## config.mk

```make
export PLATFORM = sky130hd
export DESIGN_NAME = gpio_pad_ctrl
export DESIGN_NICKNAME = d
export VERILOG_FILES = /design/src/rtl/gpio_pad_ctrl_pkg.sv /design/src/rtl/gpio_pad_filter.sv /design/src/rtl/gpio_pad_ctrl.sv
export SDC_FILE = /design/constraint.sdc
export NUM_CORES = 1
export LEC_CHECK = 0
export CORE_UTILIZATION = 45
export CTS_CLUSTER_DIAMETER = 40
export DETAILED_ROUTE_END_ITERATION = 8
export PLACE_DENSITY_LB_ADDON = 0.25
export SLEW_MARGIN = 20
export SYNTH_ARGS = -nofsm -noshare
export SYNTH_HDL_FRONTEND = slang
export SYNTH_HIERARCHICAL = 1
export SYNTH_SLANG_ARGS = --single-unit
```

## constraint.sdc

```tcl
create_clock -name clk_i -period 5.7 [get_ports clk_i]
set_clock_uncertainty 0.1 [all_clocks]
set_input_delay 1.425 -clock clk_i [delete_from_list [all_inputs] [get_ports clk_i]]
set_output_delay 1.425 -clock clk_i [all_outputs]
set_load 0.05 [all_outputs]
```

## src/rtl/gpio_pad_ctrl_pkg.sv

```systemverilog
`default_nettype none
// ============================================================================
// Module      : gpio_pad_ctrl_pkg
// Description : Shared types and default sizes for the GPIO pad controller.
// Revision    : 1.0 - initial release
// ============================================================================
package gpio_pad_ctrl_pkg;

    localparam int c_DEF_GPIO_NUM = 8;
    localparam int c_DEF_DB_WIDTH = 8;

    typedef enum logic [1:0] {
        IRQ_RISE  = 2'b00,
        IRQ_FALL  = 2'b01,
        IRQ_BOTH  = 2'b10,
        IRQ_LEVEL = 2'b11
    } irq_type_e;

endpackage
`default_nettype wire

```

## src/rtl/gpio_pad_filter.sv

```systemverilog
`default_nettype none
// ============================================================================
// Module      : gpio_pad_filter
// Description : Single-pin receive path: 2-flop sync, debounce, event decode.
// Revision    : 1.0 - initial release
// ============================================================================
module gpio_pad_filter
    import gpio_pad_ctrl_pkg::*;
#(
    parameter int DB_WIDTH = c_DEF_DB_WIDTH
) (
    input  logic                clk,
    input  logic                rst,
    input  logic                i_pad,
    input  logic [DB_WIDTH-1:0] i_thr,
    input  logic [1:0]          i_type,
    output logic                o_filt,
    output logic                o_event
);

    localparam logic [DB_WIDTH-1:0] c_ONE = {{(DB_WIDTH-1){1'b0}}, 1'b1};

    logic                r_sync1;
    logic                r_sync2;
    logic                r_filt;
    logic                r_filt_q;
    logic [DB_WIDTH-1:0] r_cnt;
    logic [DB_WIDTH-1:0] w_lim;
    irq_type_e           w_type;

    // A threshold of 0 behaves like 1: the filtered value follows one edge later.
    always_comb begin
        w_lim = (i_thr == '0) ? '0 : (i_thr - c_ONE);
    end

    always_ff @(posedge clk) begin
        if (rst) begin
            r_sync1  <= 1'b0;
            r_sync2  <= 1'b0;
            r_filt   <= 1'b0;
            r_filt_q <= 1'b0;
            r_cnt    <= '0;
        end else begin
            r_sync1  <= i_pad;
            r_sync2  <= r_sync1;
            r_filt_q <= r_filt;
            if (r_sync2 == r_filt) begin
                r_cnt <= '0;
            end else if (r_cnt >= w_lim) begin
                r_filt <= r_sync2;
                r_cnt  <= '0;
            end else begin
                r_cnt <= r_cnt + c_ONE;
            end
        end
    end

    always_comb begin
        w_type  = irq_type_e'(i_type);
        o_event = 1'b0;
        case (w_type)
            IRQ_RISE:  o_event = r_filt & ~r_filt_q;
            IRQ_FALL:  o_event = ~r_filt & r_filt_q;
            IRQ_BOTH:  o_event = r_filt ^ r_filt_q;
            IRQ_LEVEL: o_event = r_filt;
            default:   o_event = 1'b0;
        endcase
    end

    assign o_filt = r_filt;

endmodule
`default_nettype wire

```

## src/rtl/gpio_pad_ctrl.sv

```systemverilog
`default_nettype none
// ============================================================================
// Module      : gpio_pad_ctrl
// Description : Pad-ring driver/receiver with debounce and sticky interrupts.
// Revision    : 1.0 - initial release
// ============================================================================
module gpio_pad_ctrl
    import gpio_pad_ctrl_pkg::*;
#(
    parameter int GPIO_NUM = c_DEF_GPIO_NUM,
    parameter int DB_WIDTH = c_DEF_DB_WIDTH
) (
    input  logic                  clk_i,
    input  logic                  rst_i,
    input  logic [GPIO_NUM-1:0]   dir_i,
    input  logic [GPIO_NUM-1:0]   out_i,
    input  logic [GPIO_NUM-1:0]   pu_en_i,
    input  logic [DB_WIDTH-1:0]   db_thr_i,
    input  logic [GPIO_NUM-1:0]   irq_en_i,
    input  logic [2*GPIO_NUM-1:0] irq_type_i,
    input  logic [GPIO_NUM-1:0]   irq_clr_i,
    input  logic [GPIO_NUM-1:0]   pad_c_i,
    output logic [GPIO_NUM-1:0]   pad_i_o,
    output logic [GPIO_NUM-1:0]   pad_oen_o,
    output logic [GPIO_NUM-1:0]   pad_ren_o,
    output logic [GPIO_NUM-1:0]   in_o,
    output logic [GPIO_NUM-1:0]   irq_pend_o,
    output logic                  irq_o
);

    logic [GPIO_NUM-1:0] r_pad_i;
    logic [GPIO_NUM-1:0] r_pad_oen;
    logic [GPIO_NUM-1:0] r_pad_ren;
    logic [GPIO_NUM-1:0] r_pend;
    logic [GPIO_NUM-1:0] w_filt;
    logic [GPIO_NUM-1:0] w_event;

    generate
        for (genvar g = 0; g < GPIO_NUM; g++) begin : g_pin
            gpio_pad_filter #(
                .DB_WIDTH (DB_WIDTH)
            ) u_filter (
                .clk     (clk_i),
                .rst     (rst_i),
                .i_pad   (pad_c_i[g]),
                .i_thr   (db_thr_i),
                .i_type  (irq_type_i[2*g +: 2]),
                .o_filt  (w_filt[g]),
                .o_event (w_event[g])
            );
        end
    endgenerate

    // Pulls default on so undriven pads do not float out of reset.
    always_ff @(posedge clk_i) begin
        if (rst_i) begin
            r_pad_i   <= '0;
            r_pad_oen <= '1;
            r_pad_ren <= '0;
            r_pend    <= '0;
        end else begin
            r_pad_i   <= out_i;
            r_pad_oen <= ~dir_i;
            r_pad_ren <= ~pu_en_i;
            r_pend    <= (r_pend & ~irq_clr_i) | (irq_en_i & w_event);
        end
    end

    assign pad_i_o    = r_pad_i;
    assign pad_oen_o  = r_pad_oen;
    assign pad_ren_o  = r_pad_ren;
    assign in_o       = w_filt;
    assign irq_pend_o = r_pend;
    assign irq_o      = |r_pend;

endmodule
`default_nettype wire

```

* Yosys cells after proc, flatten, opt, wreduce, memory -nomap -nowiden
Cells that the tools add are included.
** Storage, ports and cells
- Input port bits :: 74
- Flip-flop bits (word level) :: 128
- Output and inout port bits :: 41
- Logic and storage cells :: 182
** Operators by class
- Equal/unequal tests :: 32
- Reductions and logical operators :: 26
- Add/subtract/negate cells :: 9
- Order comparisons :: 8
- Mux-type cells :: 9
- Bitwise gates (word level) :: 54
** Operator list (count)
- $add 8x1->8 const B :: 8
- $ge 8x8->1 :: 8
- $eq 2x2->1 const B :: 16
- $pmux 1 s4 :: 8
- $not 1->1 :: 24
- $not 8->8 :: 3
- $reduce_or 3->1 :: 8
- $and 1x1->1 :: 16
- $and 8x8->8 :: 2
- $eq 2x1->1 const B :: 8
- $logic_not 2->1 :: 8
- $reduce_and 2->1 :: 8
- $eq 1x1->1 :: 8
- $logic_not 8->1 :: 1
- $mux 8 :: 1
- $or 8x8->8 :: 1
- $reduce_or 8->1 :: 1
- $sub 8x1->8 const B :: 1
- $xor 1x1->1 :: 8

* Longest topological paths before layout
- Depth in word-level cells :: 5
- Depth in mapped cells :: 11
- Mapped depth without buffers :: 11

* Cells and area by module
The synthesis kept the hierarchy.
** Modules (own cells, without submodules)
- gpio_pad_filter (g_pin[1].u_filter ...) :: times used 5, sequential area each 240.2 um2, area an instance 817.0 um2, cells an instance 95
- gpio_pad_filter (g_pin[0].u_filter ...) :: times used 2, sequential area each 240.2 um2, area an instance 847.1 um2, cells an instance 93
- gpio_pad_ctrl :: times used 1, sequential area each 640.6 um2, area an instance 927.1 um2, cells an instance 86
- gpio_pad_filter (g_pin[3].u_filter) :: times used 1, sequential area each 240.2 um2, area an instance 858.3 um2, cells an instance 93

* Least setup slack after synthesis
OpenSTA, ideal clock, no wires.
- Path kind :: input to register
- From :: input db_thr_i[3]
- To :: register g_pin[1].u_filter.r_filt
- Data arrival time :: 3.965 ns
- Slack :: 1.515 ns
- Setup time :: 0.121 ns
- Buffers on the path :: 0
- Cell stages on the path :: 9
- Required time :: 5.479 ns
- Path through :: or3_1 or3_1 or3b_4 and2_4 ha_1 nand2b_1 a2111oi_0 o21ai_0 mux2_2
** Between the ends
- Word-level cells in the longest chain between the ends :: 4
- Elaborated cells between the ends (all ways) :: 5
- Those cells by class :: 1 x add/sub; 1 x order compare; 1 x mux; 2 x reduce/logical
** RTL lines
- from (decl) :: line gpio_pad_ctrl.sv:18 : input logic [DB_WIDTH-1:0] db_thr_i,
- $sub 8x1->8 / $logic_not 8->1 (equally long branches) :: line gpio_pad_filter.sv:33 : w_lim = (i_thr == '0) ? '0 : (i_thr - c_ONE);
- $mux 8 * :: line gpio_pad_filter.sv:33
- $ge 8x8->1 * :: line gpio_pad_filter.sv:49 : end else if (r_cnt >= w_lim) begin
- $reduce_and 2->1 (no line) *
- to (signal assigned) :: line gpio_pad_filter.sv:50 : r_filt <= r_sync2;
- to (decl) :: line gpio_pad_filter.sv:25 : logic r_filt;
Every way passes the cells marked *; elsewhere a longest branch is shown, timed or not.
A chain may end at the register's enable or synchronous reset.

* Worst setup path in the final report
- From :: input db_thr_i[3]
- To :: register g_pin[1].u_filter.r_cnt[1]
** Between the ends
- Word-level cells in the longest chain between the ends :: 4
- Elaborated cells between the ends (all ways) :: 5
- Those cells by class :: 1 x add/sub; 1 x order compare; 1 x mux; 2 x reduce/logical
** RTL lines
- $sub 8x1->8 / $logic_not 8->1 (equally long branches) :: line gpio_pad_filter.sv:33
- $mux 8 * :: line gpio_pad_filter.sv:33
- $ge 8x8->1 * :: line gpio_pad_filter.sv:49
- $reduce_or 3->1 (no line) *
- to (signal assigned) :: line gpio_pad_filter.sv:53 : r_cnt <= r_cnt + c_ONE;
- to (decl) :: line gpio_pad_filter.sv:27 : logic [DB_WIDTH-1:0] r_cnt;
Marked as above.

==> reports/qor.csv <==
stage;metric;value;unit
finish;area_growth;27.39;%
logic_synthesis;avgSynthCellArea;9.006;um^2
global_routing;grt_start_max_net_pins;41;
sta;grt_setup_unrepaired;false;
logic_synthesis;synth.top_cell.area_share;33.87;%
routing;drc;0;
logic_synthesis;ys_seq_elements;128;
placement;place.gp.congestion;0.8009;
flow_run;drv_cap;0;
logic_synthesis;syn_inst;840;
outcome;status;finished, final reports clean;
clock_network;numCtsBuffers;17;
global_routing;overflow;0;
setup_path;crit_path_start;db_thr_i[3];
clock_network;clock_sinks;128;
setup_path;critical_path_class;in2reg;
hold_path;holdCritStartpoint;g_pin[3].u_filter/r_sync1;
setup_path;regToRegSetupSlack;3.52;ns
setup_path;r2r-start;g_pin[1].u_filter/r_cnt[0];
setup_path;r2r-end;g_pin[1].u_filter/r_cnt[1];
sta;hold_viol;0;
global_routing;use_met3;4.437;%
sta;min_period;4.869;ns
global_routing;grt_pass1_vias;5832;
clock_network;root_buffer;clkbuf_16;
hold_path;min_to;g_pin[3].u_filter/r_sync2;
power_and_ir_drop;cellLeakagePower;3.893;nW
clock_network;clock_tree.buffer_depth;2;
clock_network;post-cts-setup-buffers;0;
logic_synthesis;synth_cell_type_count;41;
die;pin_count;115;
placement;portBuffers;114;
sta;setup_viol;0;
die;coreArea;0.01652;mm^2
clock_network;path_clk_slew;0.05;ns
clock_network;cts_resized;0;
finish;finalNetCount;1152;
finish;drive_above_1_share;8.241;%
global_routing;antenna_found_initial;0;
logic_synthesis;synth_edf_count;0;
die;die_y;131.7;um
logic_synthesis;synth_flop_cell;dfxtp_1;
routing;route.detailed.wl_per_inst;12.69;um
sta;fin_tns_setup;0;ns
power_and_ir_drop;ir_worst_vdd;0.2040;mV
clock_network;hold_buffers;0;
routing;drt_iter0_markers;373;
setup_path;arrival;5.10;ns
sta;tightest_slew;0.7838;ns
setup_path;crit_required;5.93;ns
clock_network;htreeDepth;4;
logic_synthesis;syn_area;0.007565;mm^2
routing;via_count;5910;
routing;drt-pass1-iter-count;7;
finish;antenna_cells;0;
die;fp.dieArea;0.01733;mm^2
sta;max_slew_margin;47.58;%
routing;vias_per_cell;4.864;
sta;fmax;205.4;MHz
logic_synthesis;synthTopCellsByArea;dfxtp_1, ha_1, nor2_1, xnor2_1, xor2_1;
power_and_ir_drop;power;0.002276;W
clock_network;clock_latency;0.41;ns
setup_path;r2r_cells;6;
die;start_util;45.78;%
routing;totalWireLength;15420;um
global_routing;grt_use_met1;23.08;%
setup_path;worstPathMaxFanout;13;
global_routing;top_usage_layer;met2;
hold_path;min_path_type;reg2reg;
logic_synthesis;async_flop_share;0;%
sta;final_max_slew_viol_count;0;
placement;hpwl;11420;um
logic_synthesis;synth_top_area_cell;dfxtp_1;
logic_synthesis;synth_seq_area_share;33.87;%
logic_synthesis;synth.yosys.warnings;6;
global_routing;grt_pass1_wl;26450;um
logic_synthesis;netlist_top_cells_count;dfxtp_1, nor2_1, ha_1;
setup_path;worst_setup_path_end_kind;flop;
logic_synthesis;yosysMostFrequentCell;dfxtp_1;
die;die_w;131.7;um
setup_path;crit_path_start_kind;primary input;
logic_synthesis;synth.net_count;1010;
power_and_ir_drop;power_density;236.2;mW/mm^2
global_routing;grtUsageMet2;32.01;%
routing;final_antenna_net_count;0;
clock_network;cts_tree;yes;
sta;period_share;85.41;%
hold_path;hold_path_depth;1;
die;rows;47;
global_routing;grtUsageTotal;18.88;%
==> cells by family after synthesis <==
family,after synthesis,synth area share (%)
xor+xnor,85,9.841
flops,128,33.87
simple gates,363,23.92
buf+inv,64,3.291
fa+ha+maj,96,15.88
mux,29,5.441
compound gates,75,7.757
==> report_power, final <==
| group | internal, W | leakage (nW) | switching (W) |
|---|---|---|---|
| Sequential | 0.000912 | 1.04 | 0.00000625 |
| Combinational | 0.000135 | 2.57 | 0.000142 |
| Clock | 0.000697 | 0.280 | 0.000384 |
==> layer usage <==
metal | wire [um] | share of wire [%]
met5 | 0 | 0
met4 | 250 | 1.6
met2 | 7121 | 46
met1 | 7410 | 48
met3 | 641 | 4.2
==> critical path, stage by stage <==
cell and delay, ns:
clkdlybuf4s50_1 0.69, or3_1 0.50, or3_1 0.33, or3b_4 0.44
and2_4 0.17, ha_1 0.25, nand2b_1 0.13, a2111oi_0 0.55
o211ai_1 0.40, nor2_1 0.20
==> worst max-delay path by stage <==
stage,to,slack [ns],cells after the start
floorplan,g_pin[1].u_filter/o_filt,1.51,9
global placement,g_pin[6].u_filter/r_cnt[7],0.49,11
detailed placement,g_pin[1].u_filter/r_cnt[2],0.39,10
CTS,g_pin[1].u_filter/r_cnt[1],0.80,10
global route,g_pin[1].u_filter/r_cnt[1],0.50,10
finish,g_pin[1].u_filter/r_cnt[1],0.83,10
==> area by class of cell <==
class	count	area [um^2]
Inverter	61	229.0
Clock inverter	10	136.4
Sequential cell	128	2562
Clock buffer	22	454.2
Tap cell	220	275.3
Multi-Input combinational cell	648	4753
Timing Repair Buffer	126	1226
Fill cell	1473	6888
==> metrics by stage <==
step	area [um^2]	setup slack [ns]	util, %	std cells	hold slack [ns]
after floorplan	7565	1.515	-	840	0.3138
final	9637	0.8314	58.32	1215	0.3338
after detailed placement	9046	0.3884	54.74	1183	0.3227
after global placement	9046	0.4904	54.74	1183	0.3163
after global routing	9637	0.4980	58.32	1215	0.3453
after CTS	9637	0.8018	58.32	1215	0.3350
==> state kept, by name (all words and copies together), names as in the netlist <==
| signal | count |
|---|---|
| g_pin.u_filter/o_filt | 8 |
| pad_oen_o | 8 |
| g_pin.u_filter/r_filt_q | 8 |
| irq_pend_o | 8 |
| pad_ren_o | 8 |
| g_pin.u_filter/r_sync1 | 8 |
| g_pin.u_filter/r_sync2 | 8 |
| pad_i_o | 8 |
| g_pin.u_filter/r_cnt | 64 |
==> cell usage in the layout (no fill, tap or decap), drive strengths merged, types with 4 or more instances in the layout <==
| cell type | instances |
|---|---|
| or3 | 13 |
| inv | 61 |
| clkinv | 4 |
| nor2b | 45 |
| a211o | 5 |
| ha | 96 |
| nor3 | 34 |
| and2 | 8 |
| clkdlybuf4s50 | 113 |
| nor2 | 115 |
| o211ai | 5 |
| buf | 13 |
| mux2 | 8 |
| nand2 | 75 |
| and3 | 8 |
| xnor2 | 48 |
| mux2i | 13 |
| or3b | 5 |
| nand2b | 32 |
| nand3 | 16 |
| xor2 | 37 |
| a21oi | 27 |
| o21ai | 13 |
| a2111oi | 8 |
| o21a | 11 |
| clkbuf | 22 |
| dfxtp | 128 |
| mux4 | 8 |
Power figures use the tool's default switching activity.
==> RTL edit (same flow settings) <==
Set the package constant `c_DEF_DB_WIDTH` to 12 (it was 8).
--- a/src/rtl/gpio_pad_ctrl_pkg.sv
+++ b/src/rtl/gpio_pad_ctrl_pkg.sv
@@ -8,5 +8,5 @@
 
     localparam int c_DEF_GPIO_NUM = 8;
-    localparam int c_DEF_DB_WIDTH = 8;
+    localparam int c_DEF_DB_WIDTH = 12;
 
     typedef enum logic [1:0] {
Interface: changed (resized db_thr_i); port bits go from 115 to 119. The function was not compared with the original's and may differ.
==> RTL edit against the original RTL <==
Routed wire length is 51% higher; worst setup slack worse by 0.16 ns; final cell count grew 39%; global-route usage grew 1.4 points; hold slack better by 0.0031 ns; sequential cell count up 32; total power is 18% higher; sequential share of layout area is 1.3 points lower; synthesized area increased by 39%; design area rose by 32%; critical path type unchanged; critical endpoint is now g_pin[2].u_filter/r_cnt[7].
==> RTL edit: results (changes against the original RTL) <==
setup_path:
  rrSetupSlack_ns: 3.30  # -0.22 ns
  rr_worst_depth: 7  # +1
  crit_arrival_ns: 5.20  # +0.10 ns
  worstPathMaxFanout: 28  # +15
  timing.critical_path.from: "db_thr_i[6]"
  r2r_end: "g_pin[0].u_filter/r_cnt[4]"
power:
  power_frac_clock: 0.452  # -0.023
  switching_power_mw: 0.701  # +32%
  peakVddDrop_mv: 0.168  # -18%
  comb_power_share: 0.125  # +0.003
  power_mw: 2.69  # +18%
  p_leak_nw: 5.44  # +40%
placement:
  io_buffers: 118  # +3.5%
  placed_cells: 1651  # +40%
  hpwl_mm: 17.6  # +54%
  place_congestion: 0.801  # about the same
routing:
  dr_total_vias: 8478  # +43%
  wirelength_mm: 23.3  # +51%
  drt-initial-drc-count: 408  # +9.4%
  met2WireLength_mm: 10.6  # +48%
  dr.pass1.iters: 4  # -3
  highest_layer: "met5"
  via_per_inst: 5.04  # +3.6%
  wl_met1_mm: 11.6  # +56%
global_route:
  grt_max_degree: 44  # +7.3%
  met1_usage: 0.266  # +0.0354
  grt_pass1_wl_mm: 39.4  # +49%
  antenna_found_initial: 1  # +1
  grt_pass1_vias: 8344  # +43%
  grt_usage: 0.202  # +0.0135
yosys:
  synth-main-ff-cell: "dfxtp_1"
  ys_top_cells_by_area: "dfxtp_1 (31%), ha_1 (16%), xor2_1 (8.3%)"
  syn_inst: 1218  # +45%
  synth_common_cells: "nand2_1 (171), dfxtp_1 (160), nor2_1 (160)"
  yosysSeqAreaShare: 0.305  # -0.0337
run_status:
  status: "complete, no violations"
layout:
  final_nets: 1571  # +36%
  largest_reg_flops: 96  # +50%
  fillers: 2074  # +41%
clock_network:
  clkTransAtPathRegs_ns: 0.07  # +0.02 ns
min_path:
  holdPathEnd: "g_pin[0].u_filter/r_sync2"
  hp-start: "g_pin[0].u_filter/r_sync1"
sta:
  max_slew_margin: 0.374  # -0.102
[RTL edit: kinds of logic after synthesis]
family | after synthesis | synth area share
flops | 160 | 0.305
compound gates | 90 | 0.0550
simple gates | 581 | 0.286
fa+ha+maj | 136 | 0.162
xor+xnor | 156 | 0.130
mux | 16 | 0.0257
buf+inv | 79 | 0.0357
[RTL edit: how the worst max path moves through the flow]
stage                                              to  slack [ns]
after floorplan           g_pin[0].u_filter/r_cnt[10]        1.11
after global placement       g_pin[0].u_filter/o_filt        0.29
after detailed placement   g_pin[2].u_filter/r_cnt[7]        0.19
after CTS                  g_pin[2].u_filter/r_cnt[7]        0.64
after global routing      g_pin[2].u_filter/r_cnt[11]        0.31
final                      g_pin[2].u_filter/r_cnt[7]        0.68
[RTL edit: area by class of cell]
type                       count  area share
clock buffer                  18      0.0338
clock inverter                14      0.0149
inverter                      60      0.0177
multi-input combinational    979       0.546
sequential                   160       0.252
tap                          313      0.0309
timing repair buffer         139       0.105
[RTL edit: worst max-delay path: stages]
cell and delay (ns):
clkdlybuf4s50_1 0.58, buf_4 0.34, or4_4 0.54, nor3_4 0.16, nand4b_2 0.27, and2_4 0.25
ha_1 0.26, nand2b_1 0.09, a2111oi_0 0.09, o31a_1 0.33, o211ai_1 0.74, nor2_1 0.13
[RTL edit: stage by stage]
step	worst slack, ns	instance area [um^2]	hold WS, ns	utilization
finish	0.675	12700	0.337	0.557
floorplan	1.11	10500	0.314	-
CTS	0.642	12700	0.341	0.557
detailed placement	0.191	12100	0.324	0.530
global placement	0.292	12100	0.316	0.530
global route	0.310	12700	0.354	0.557
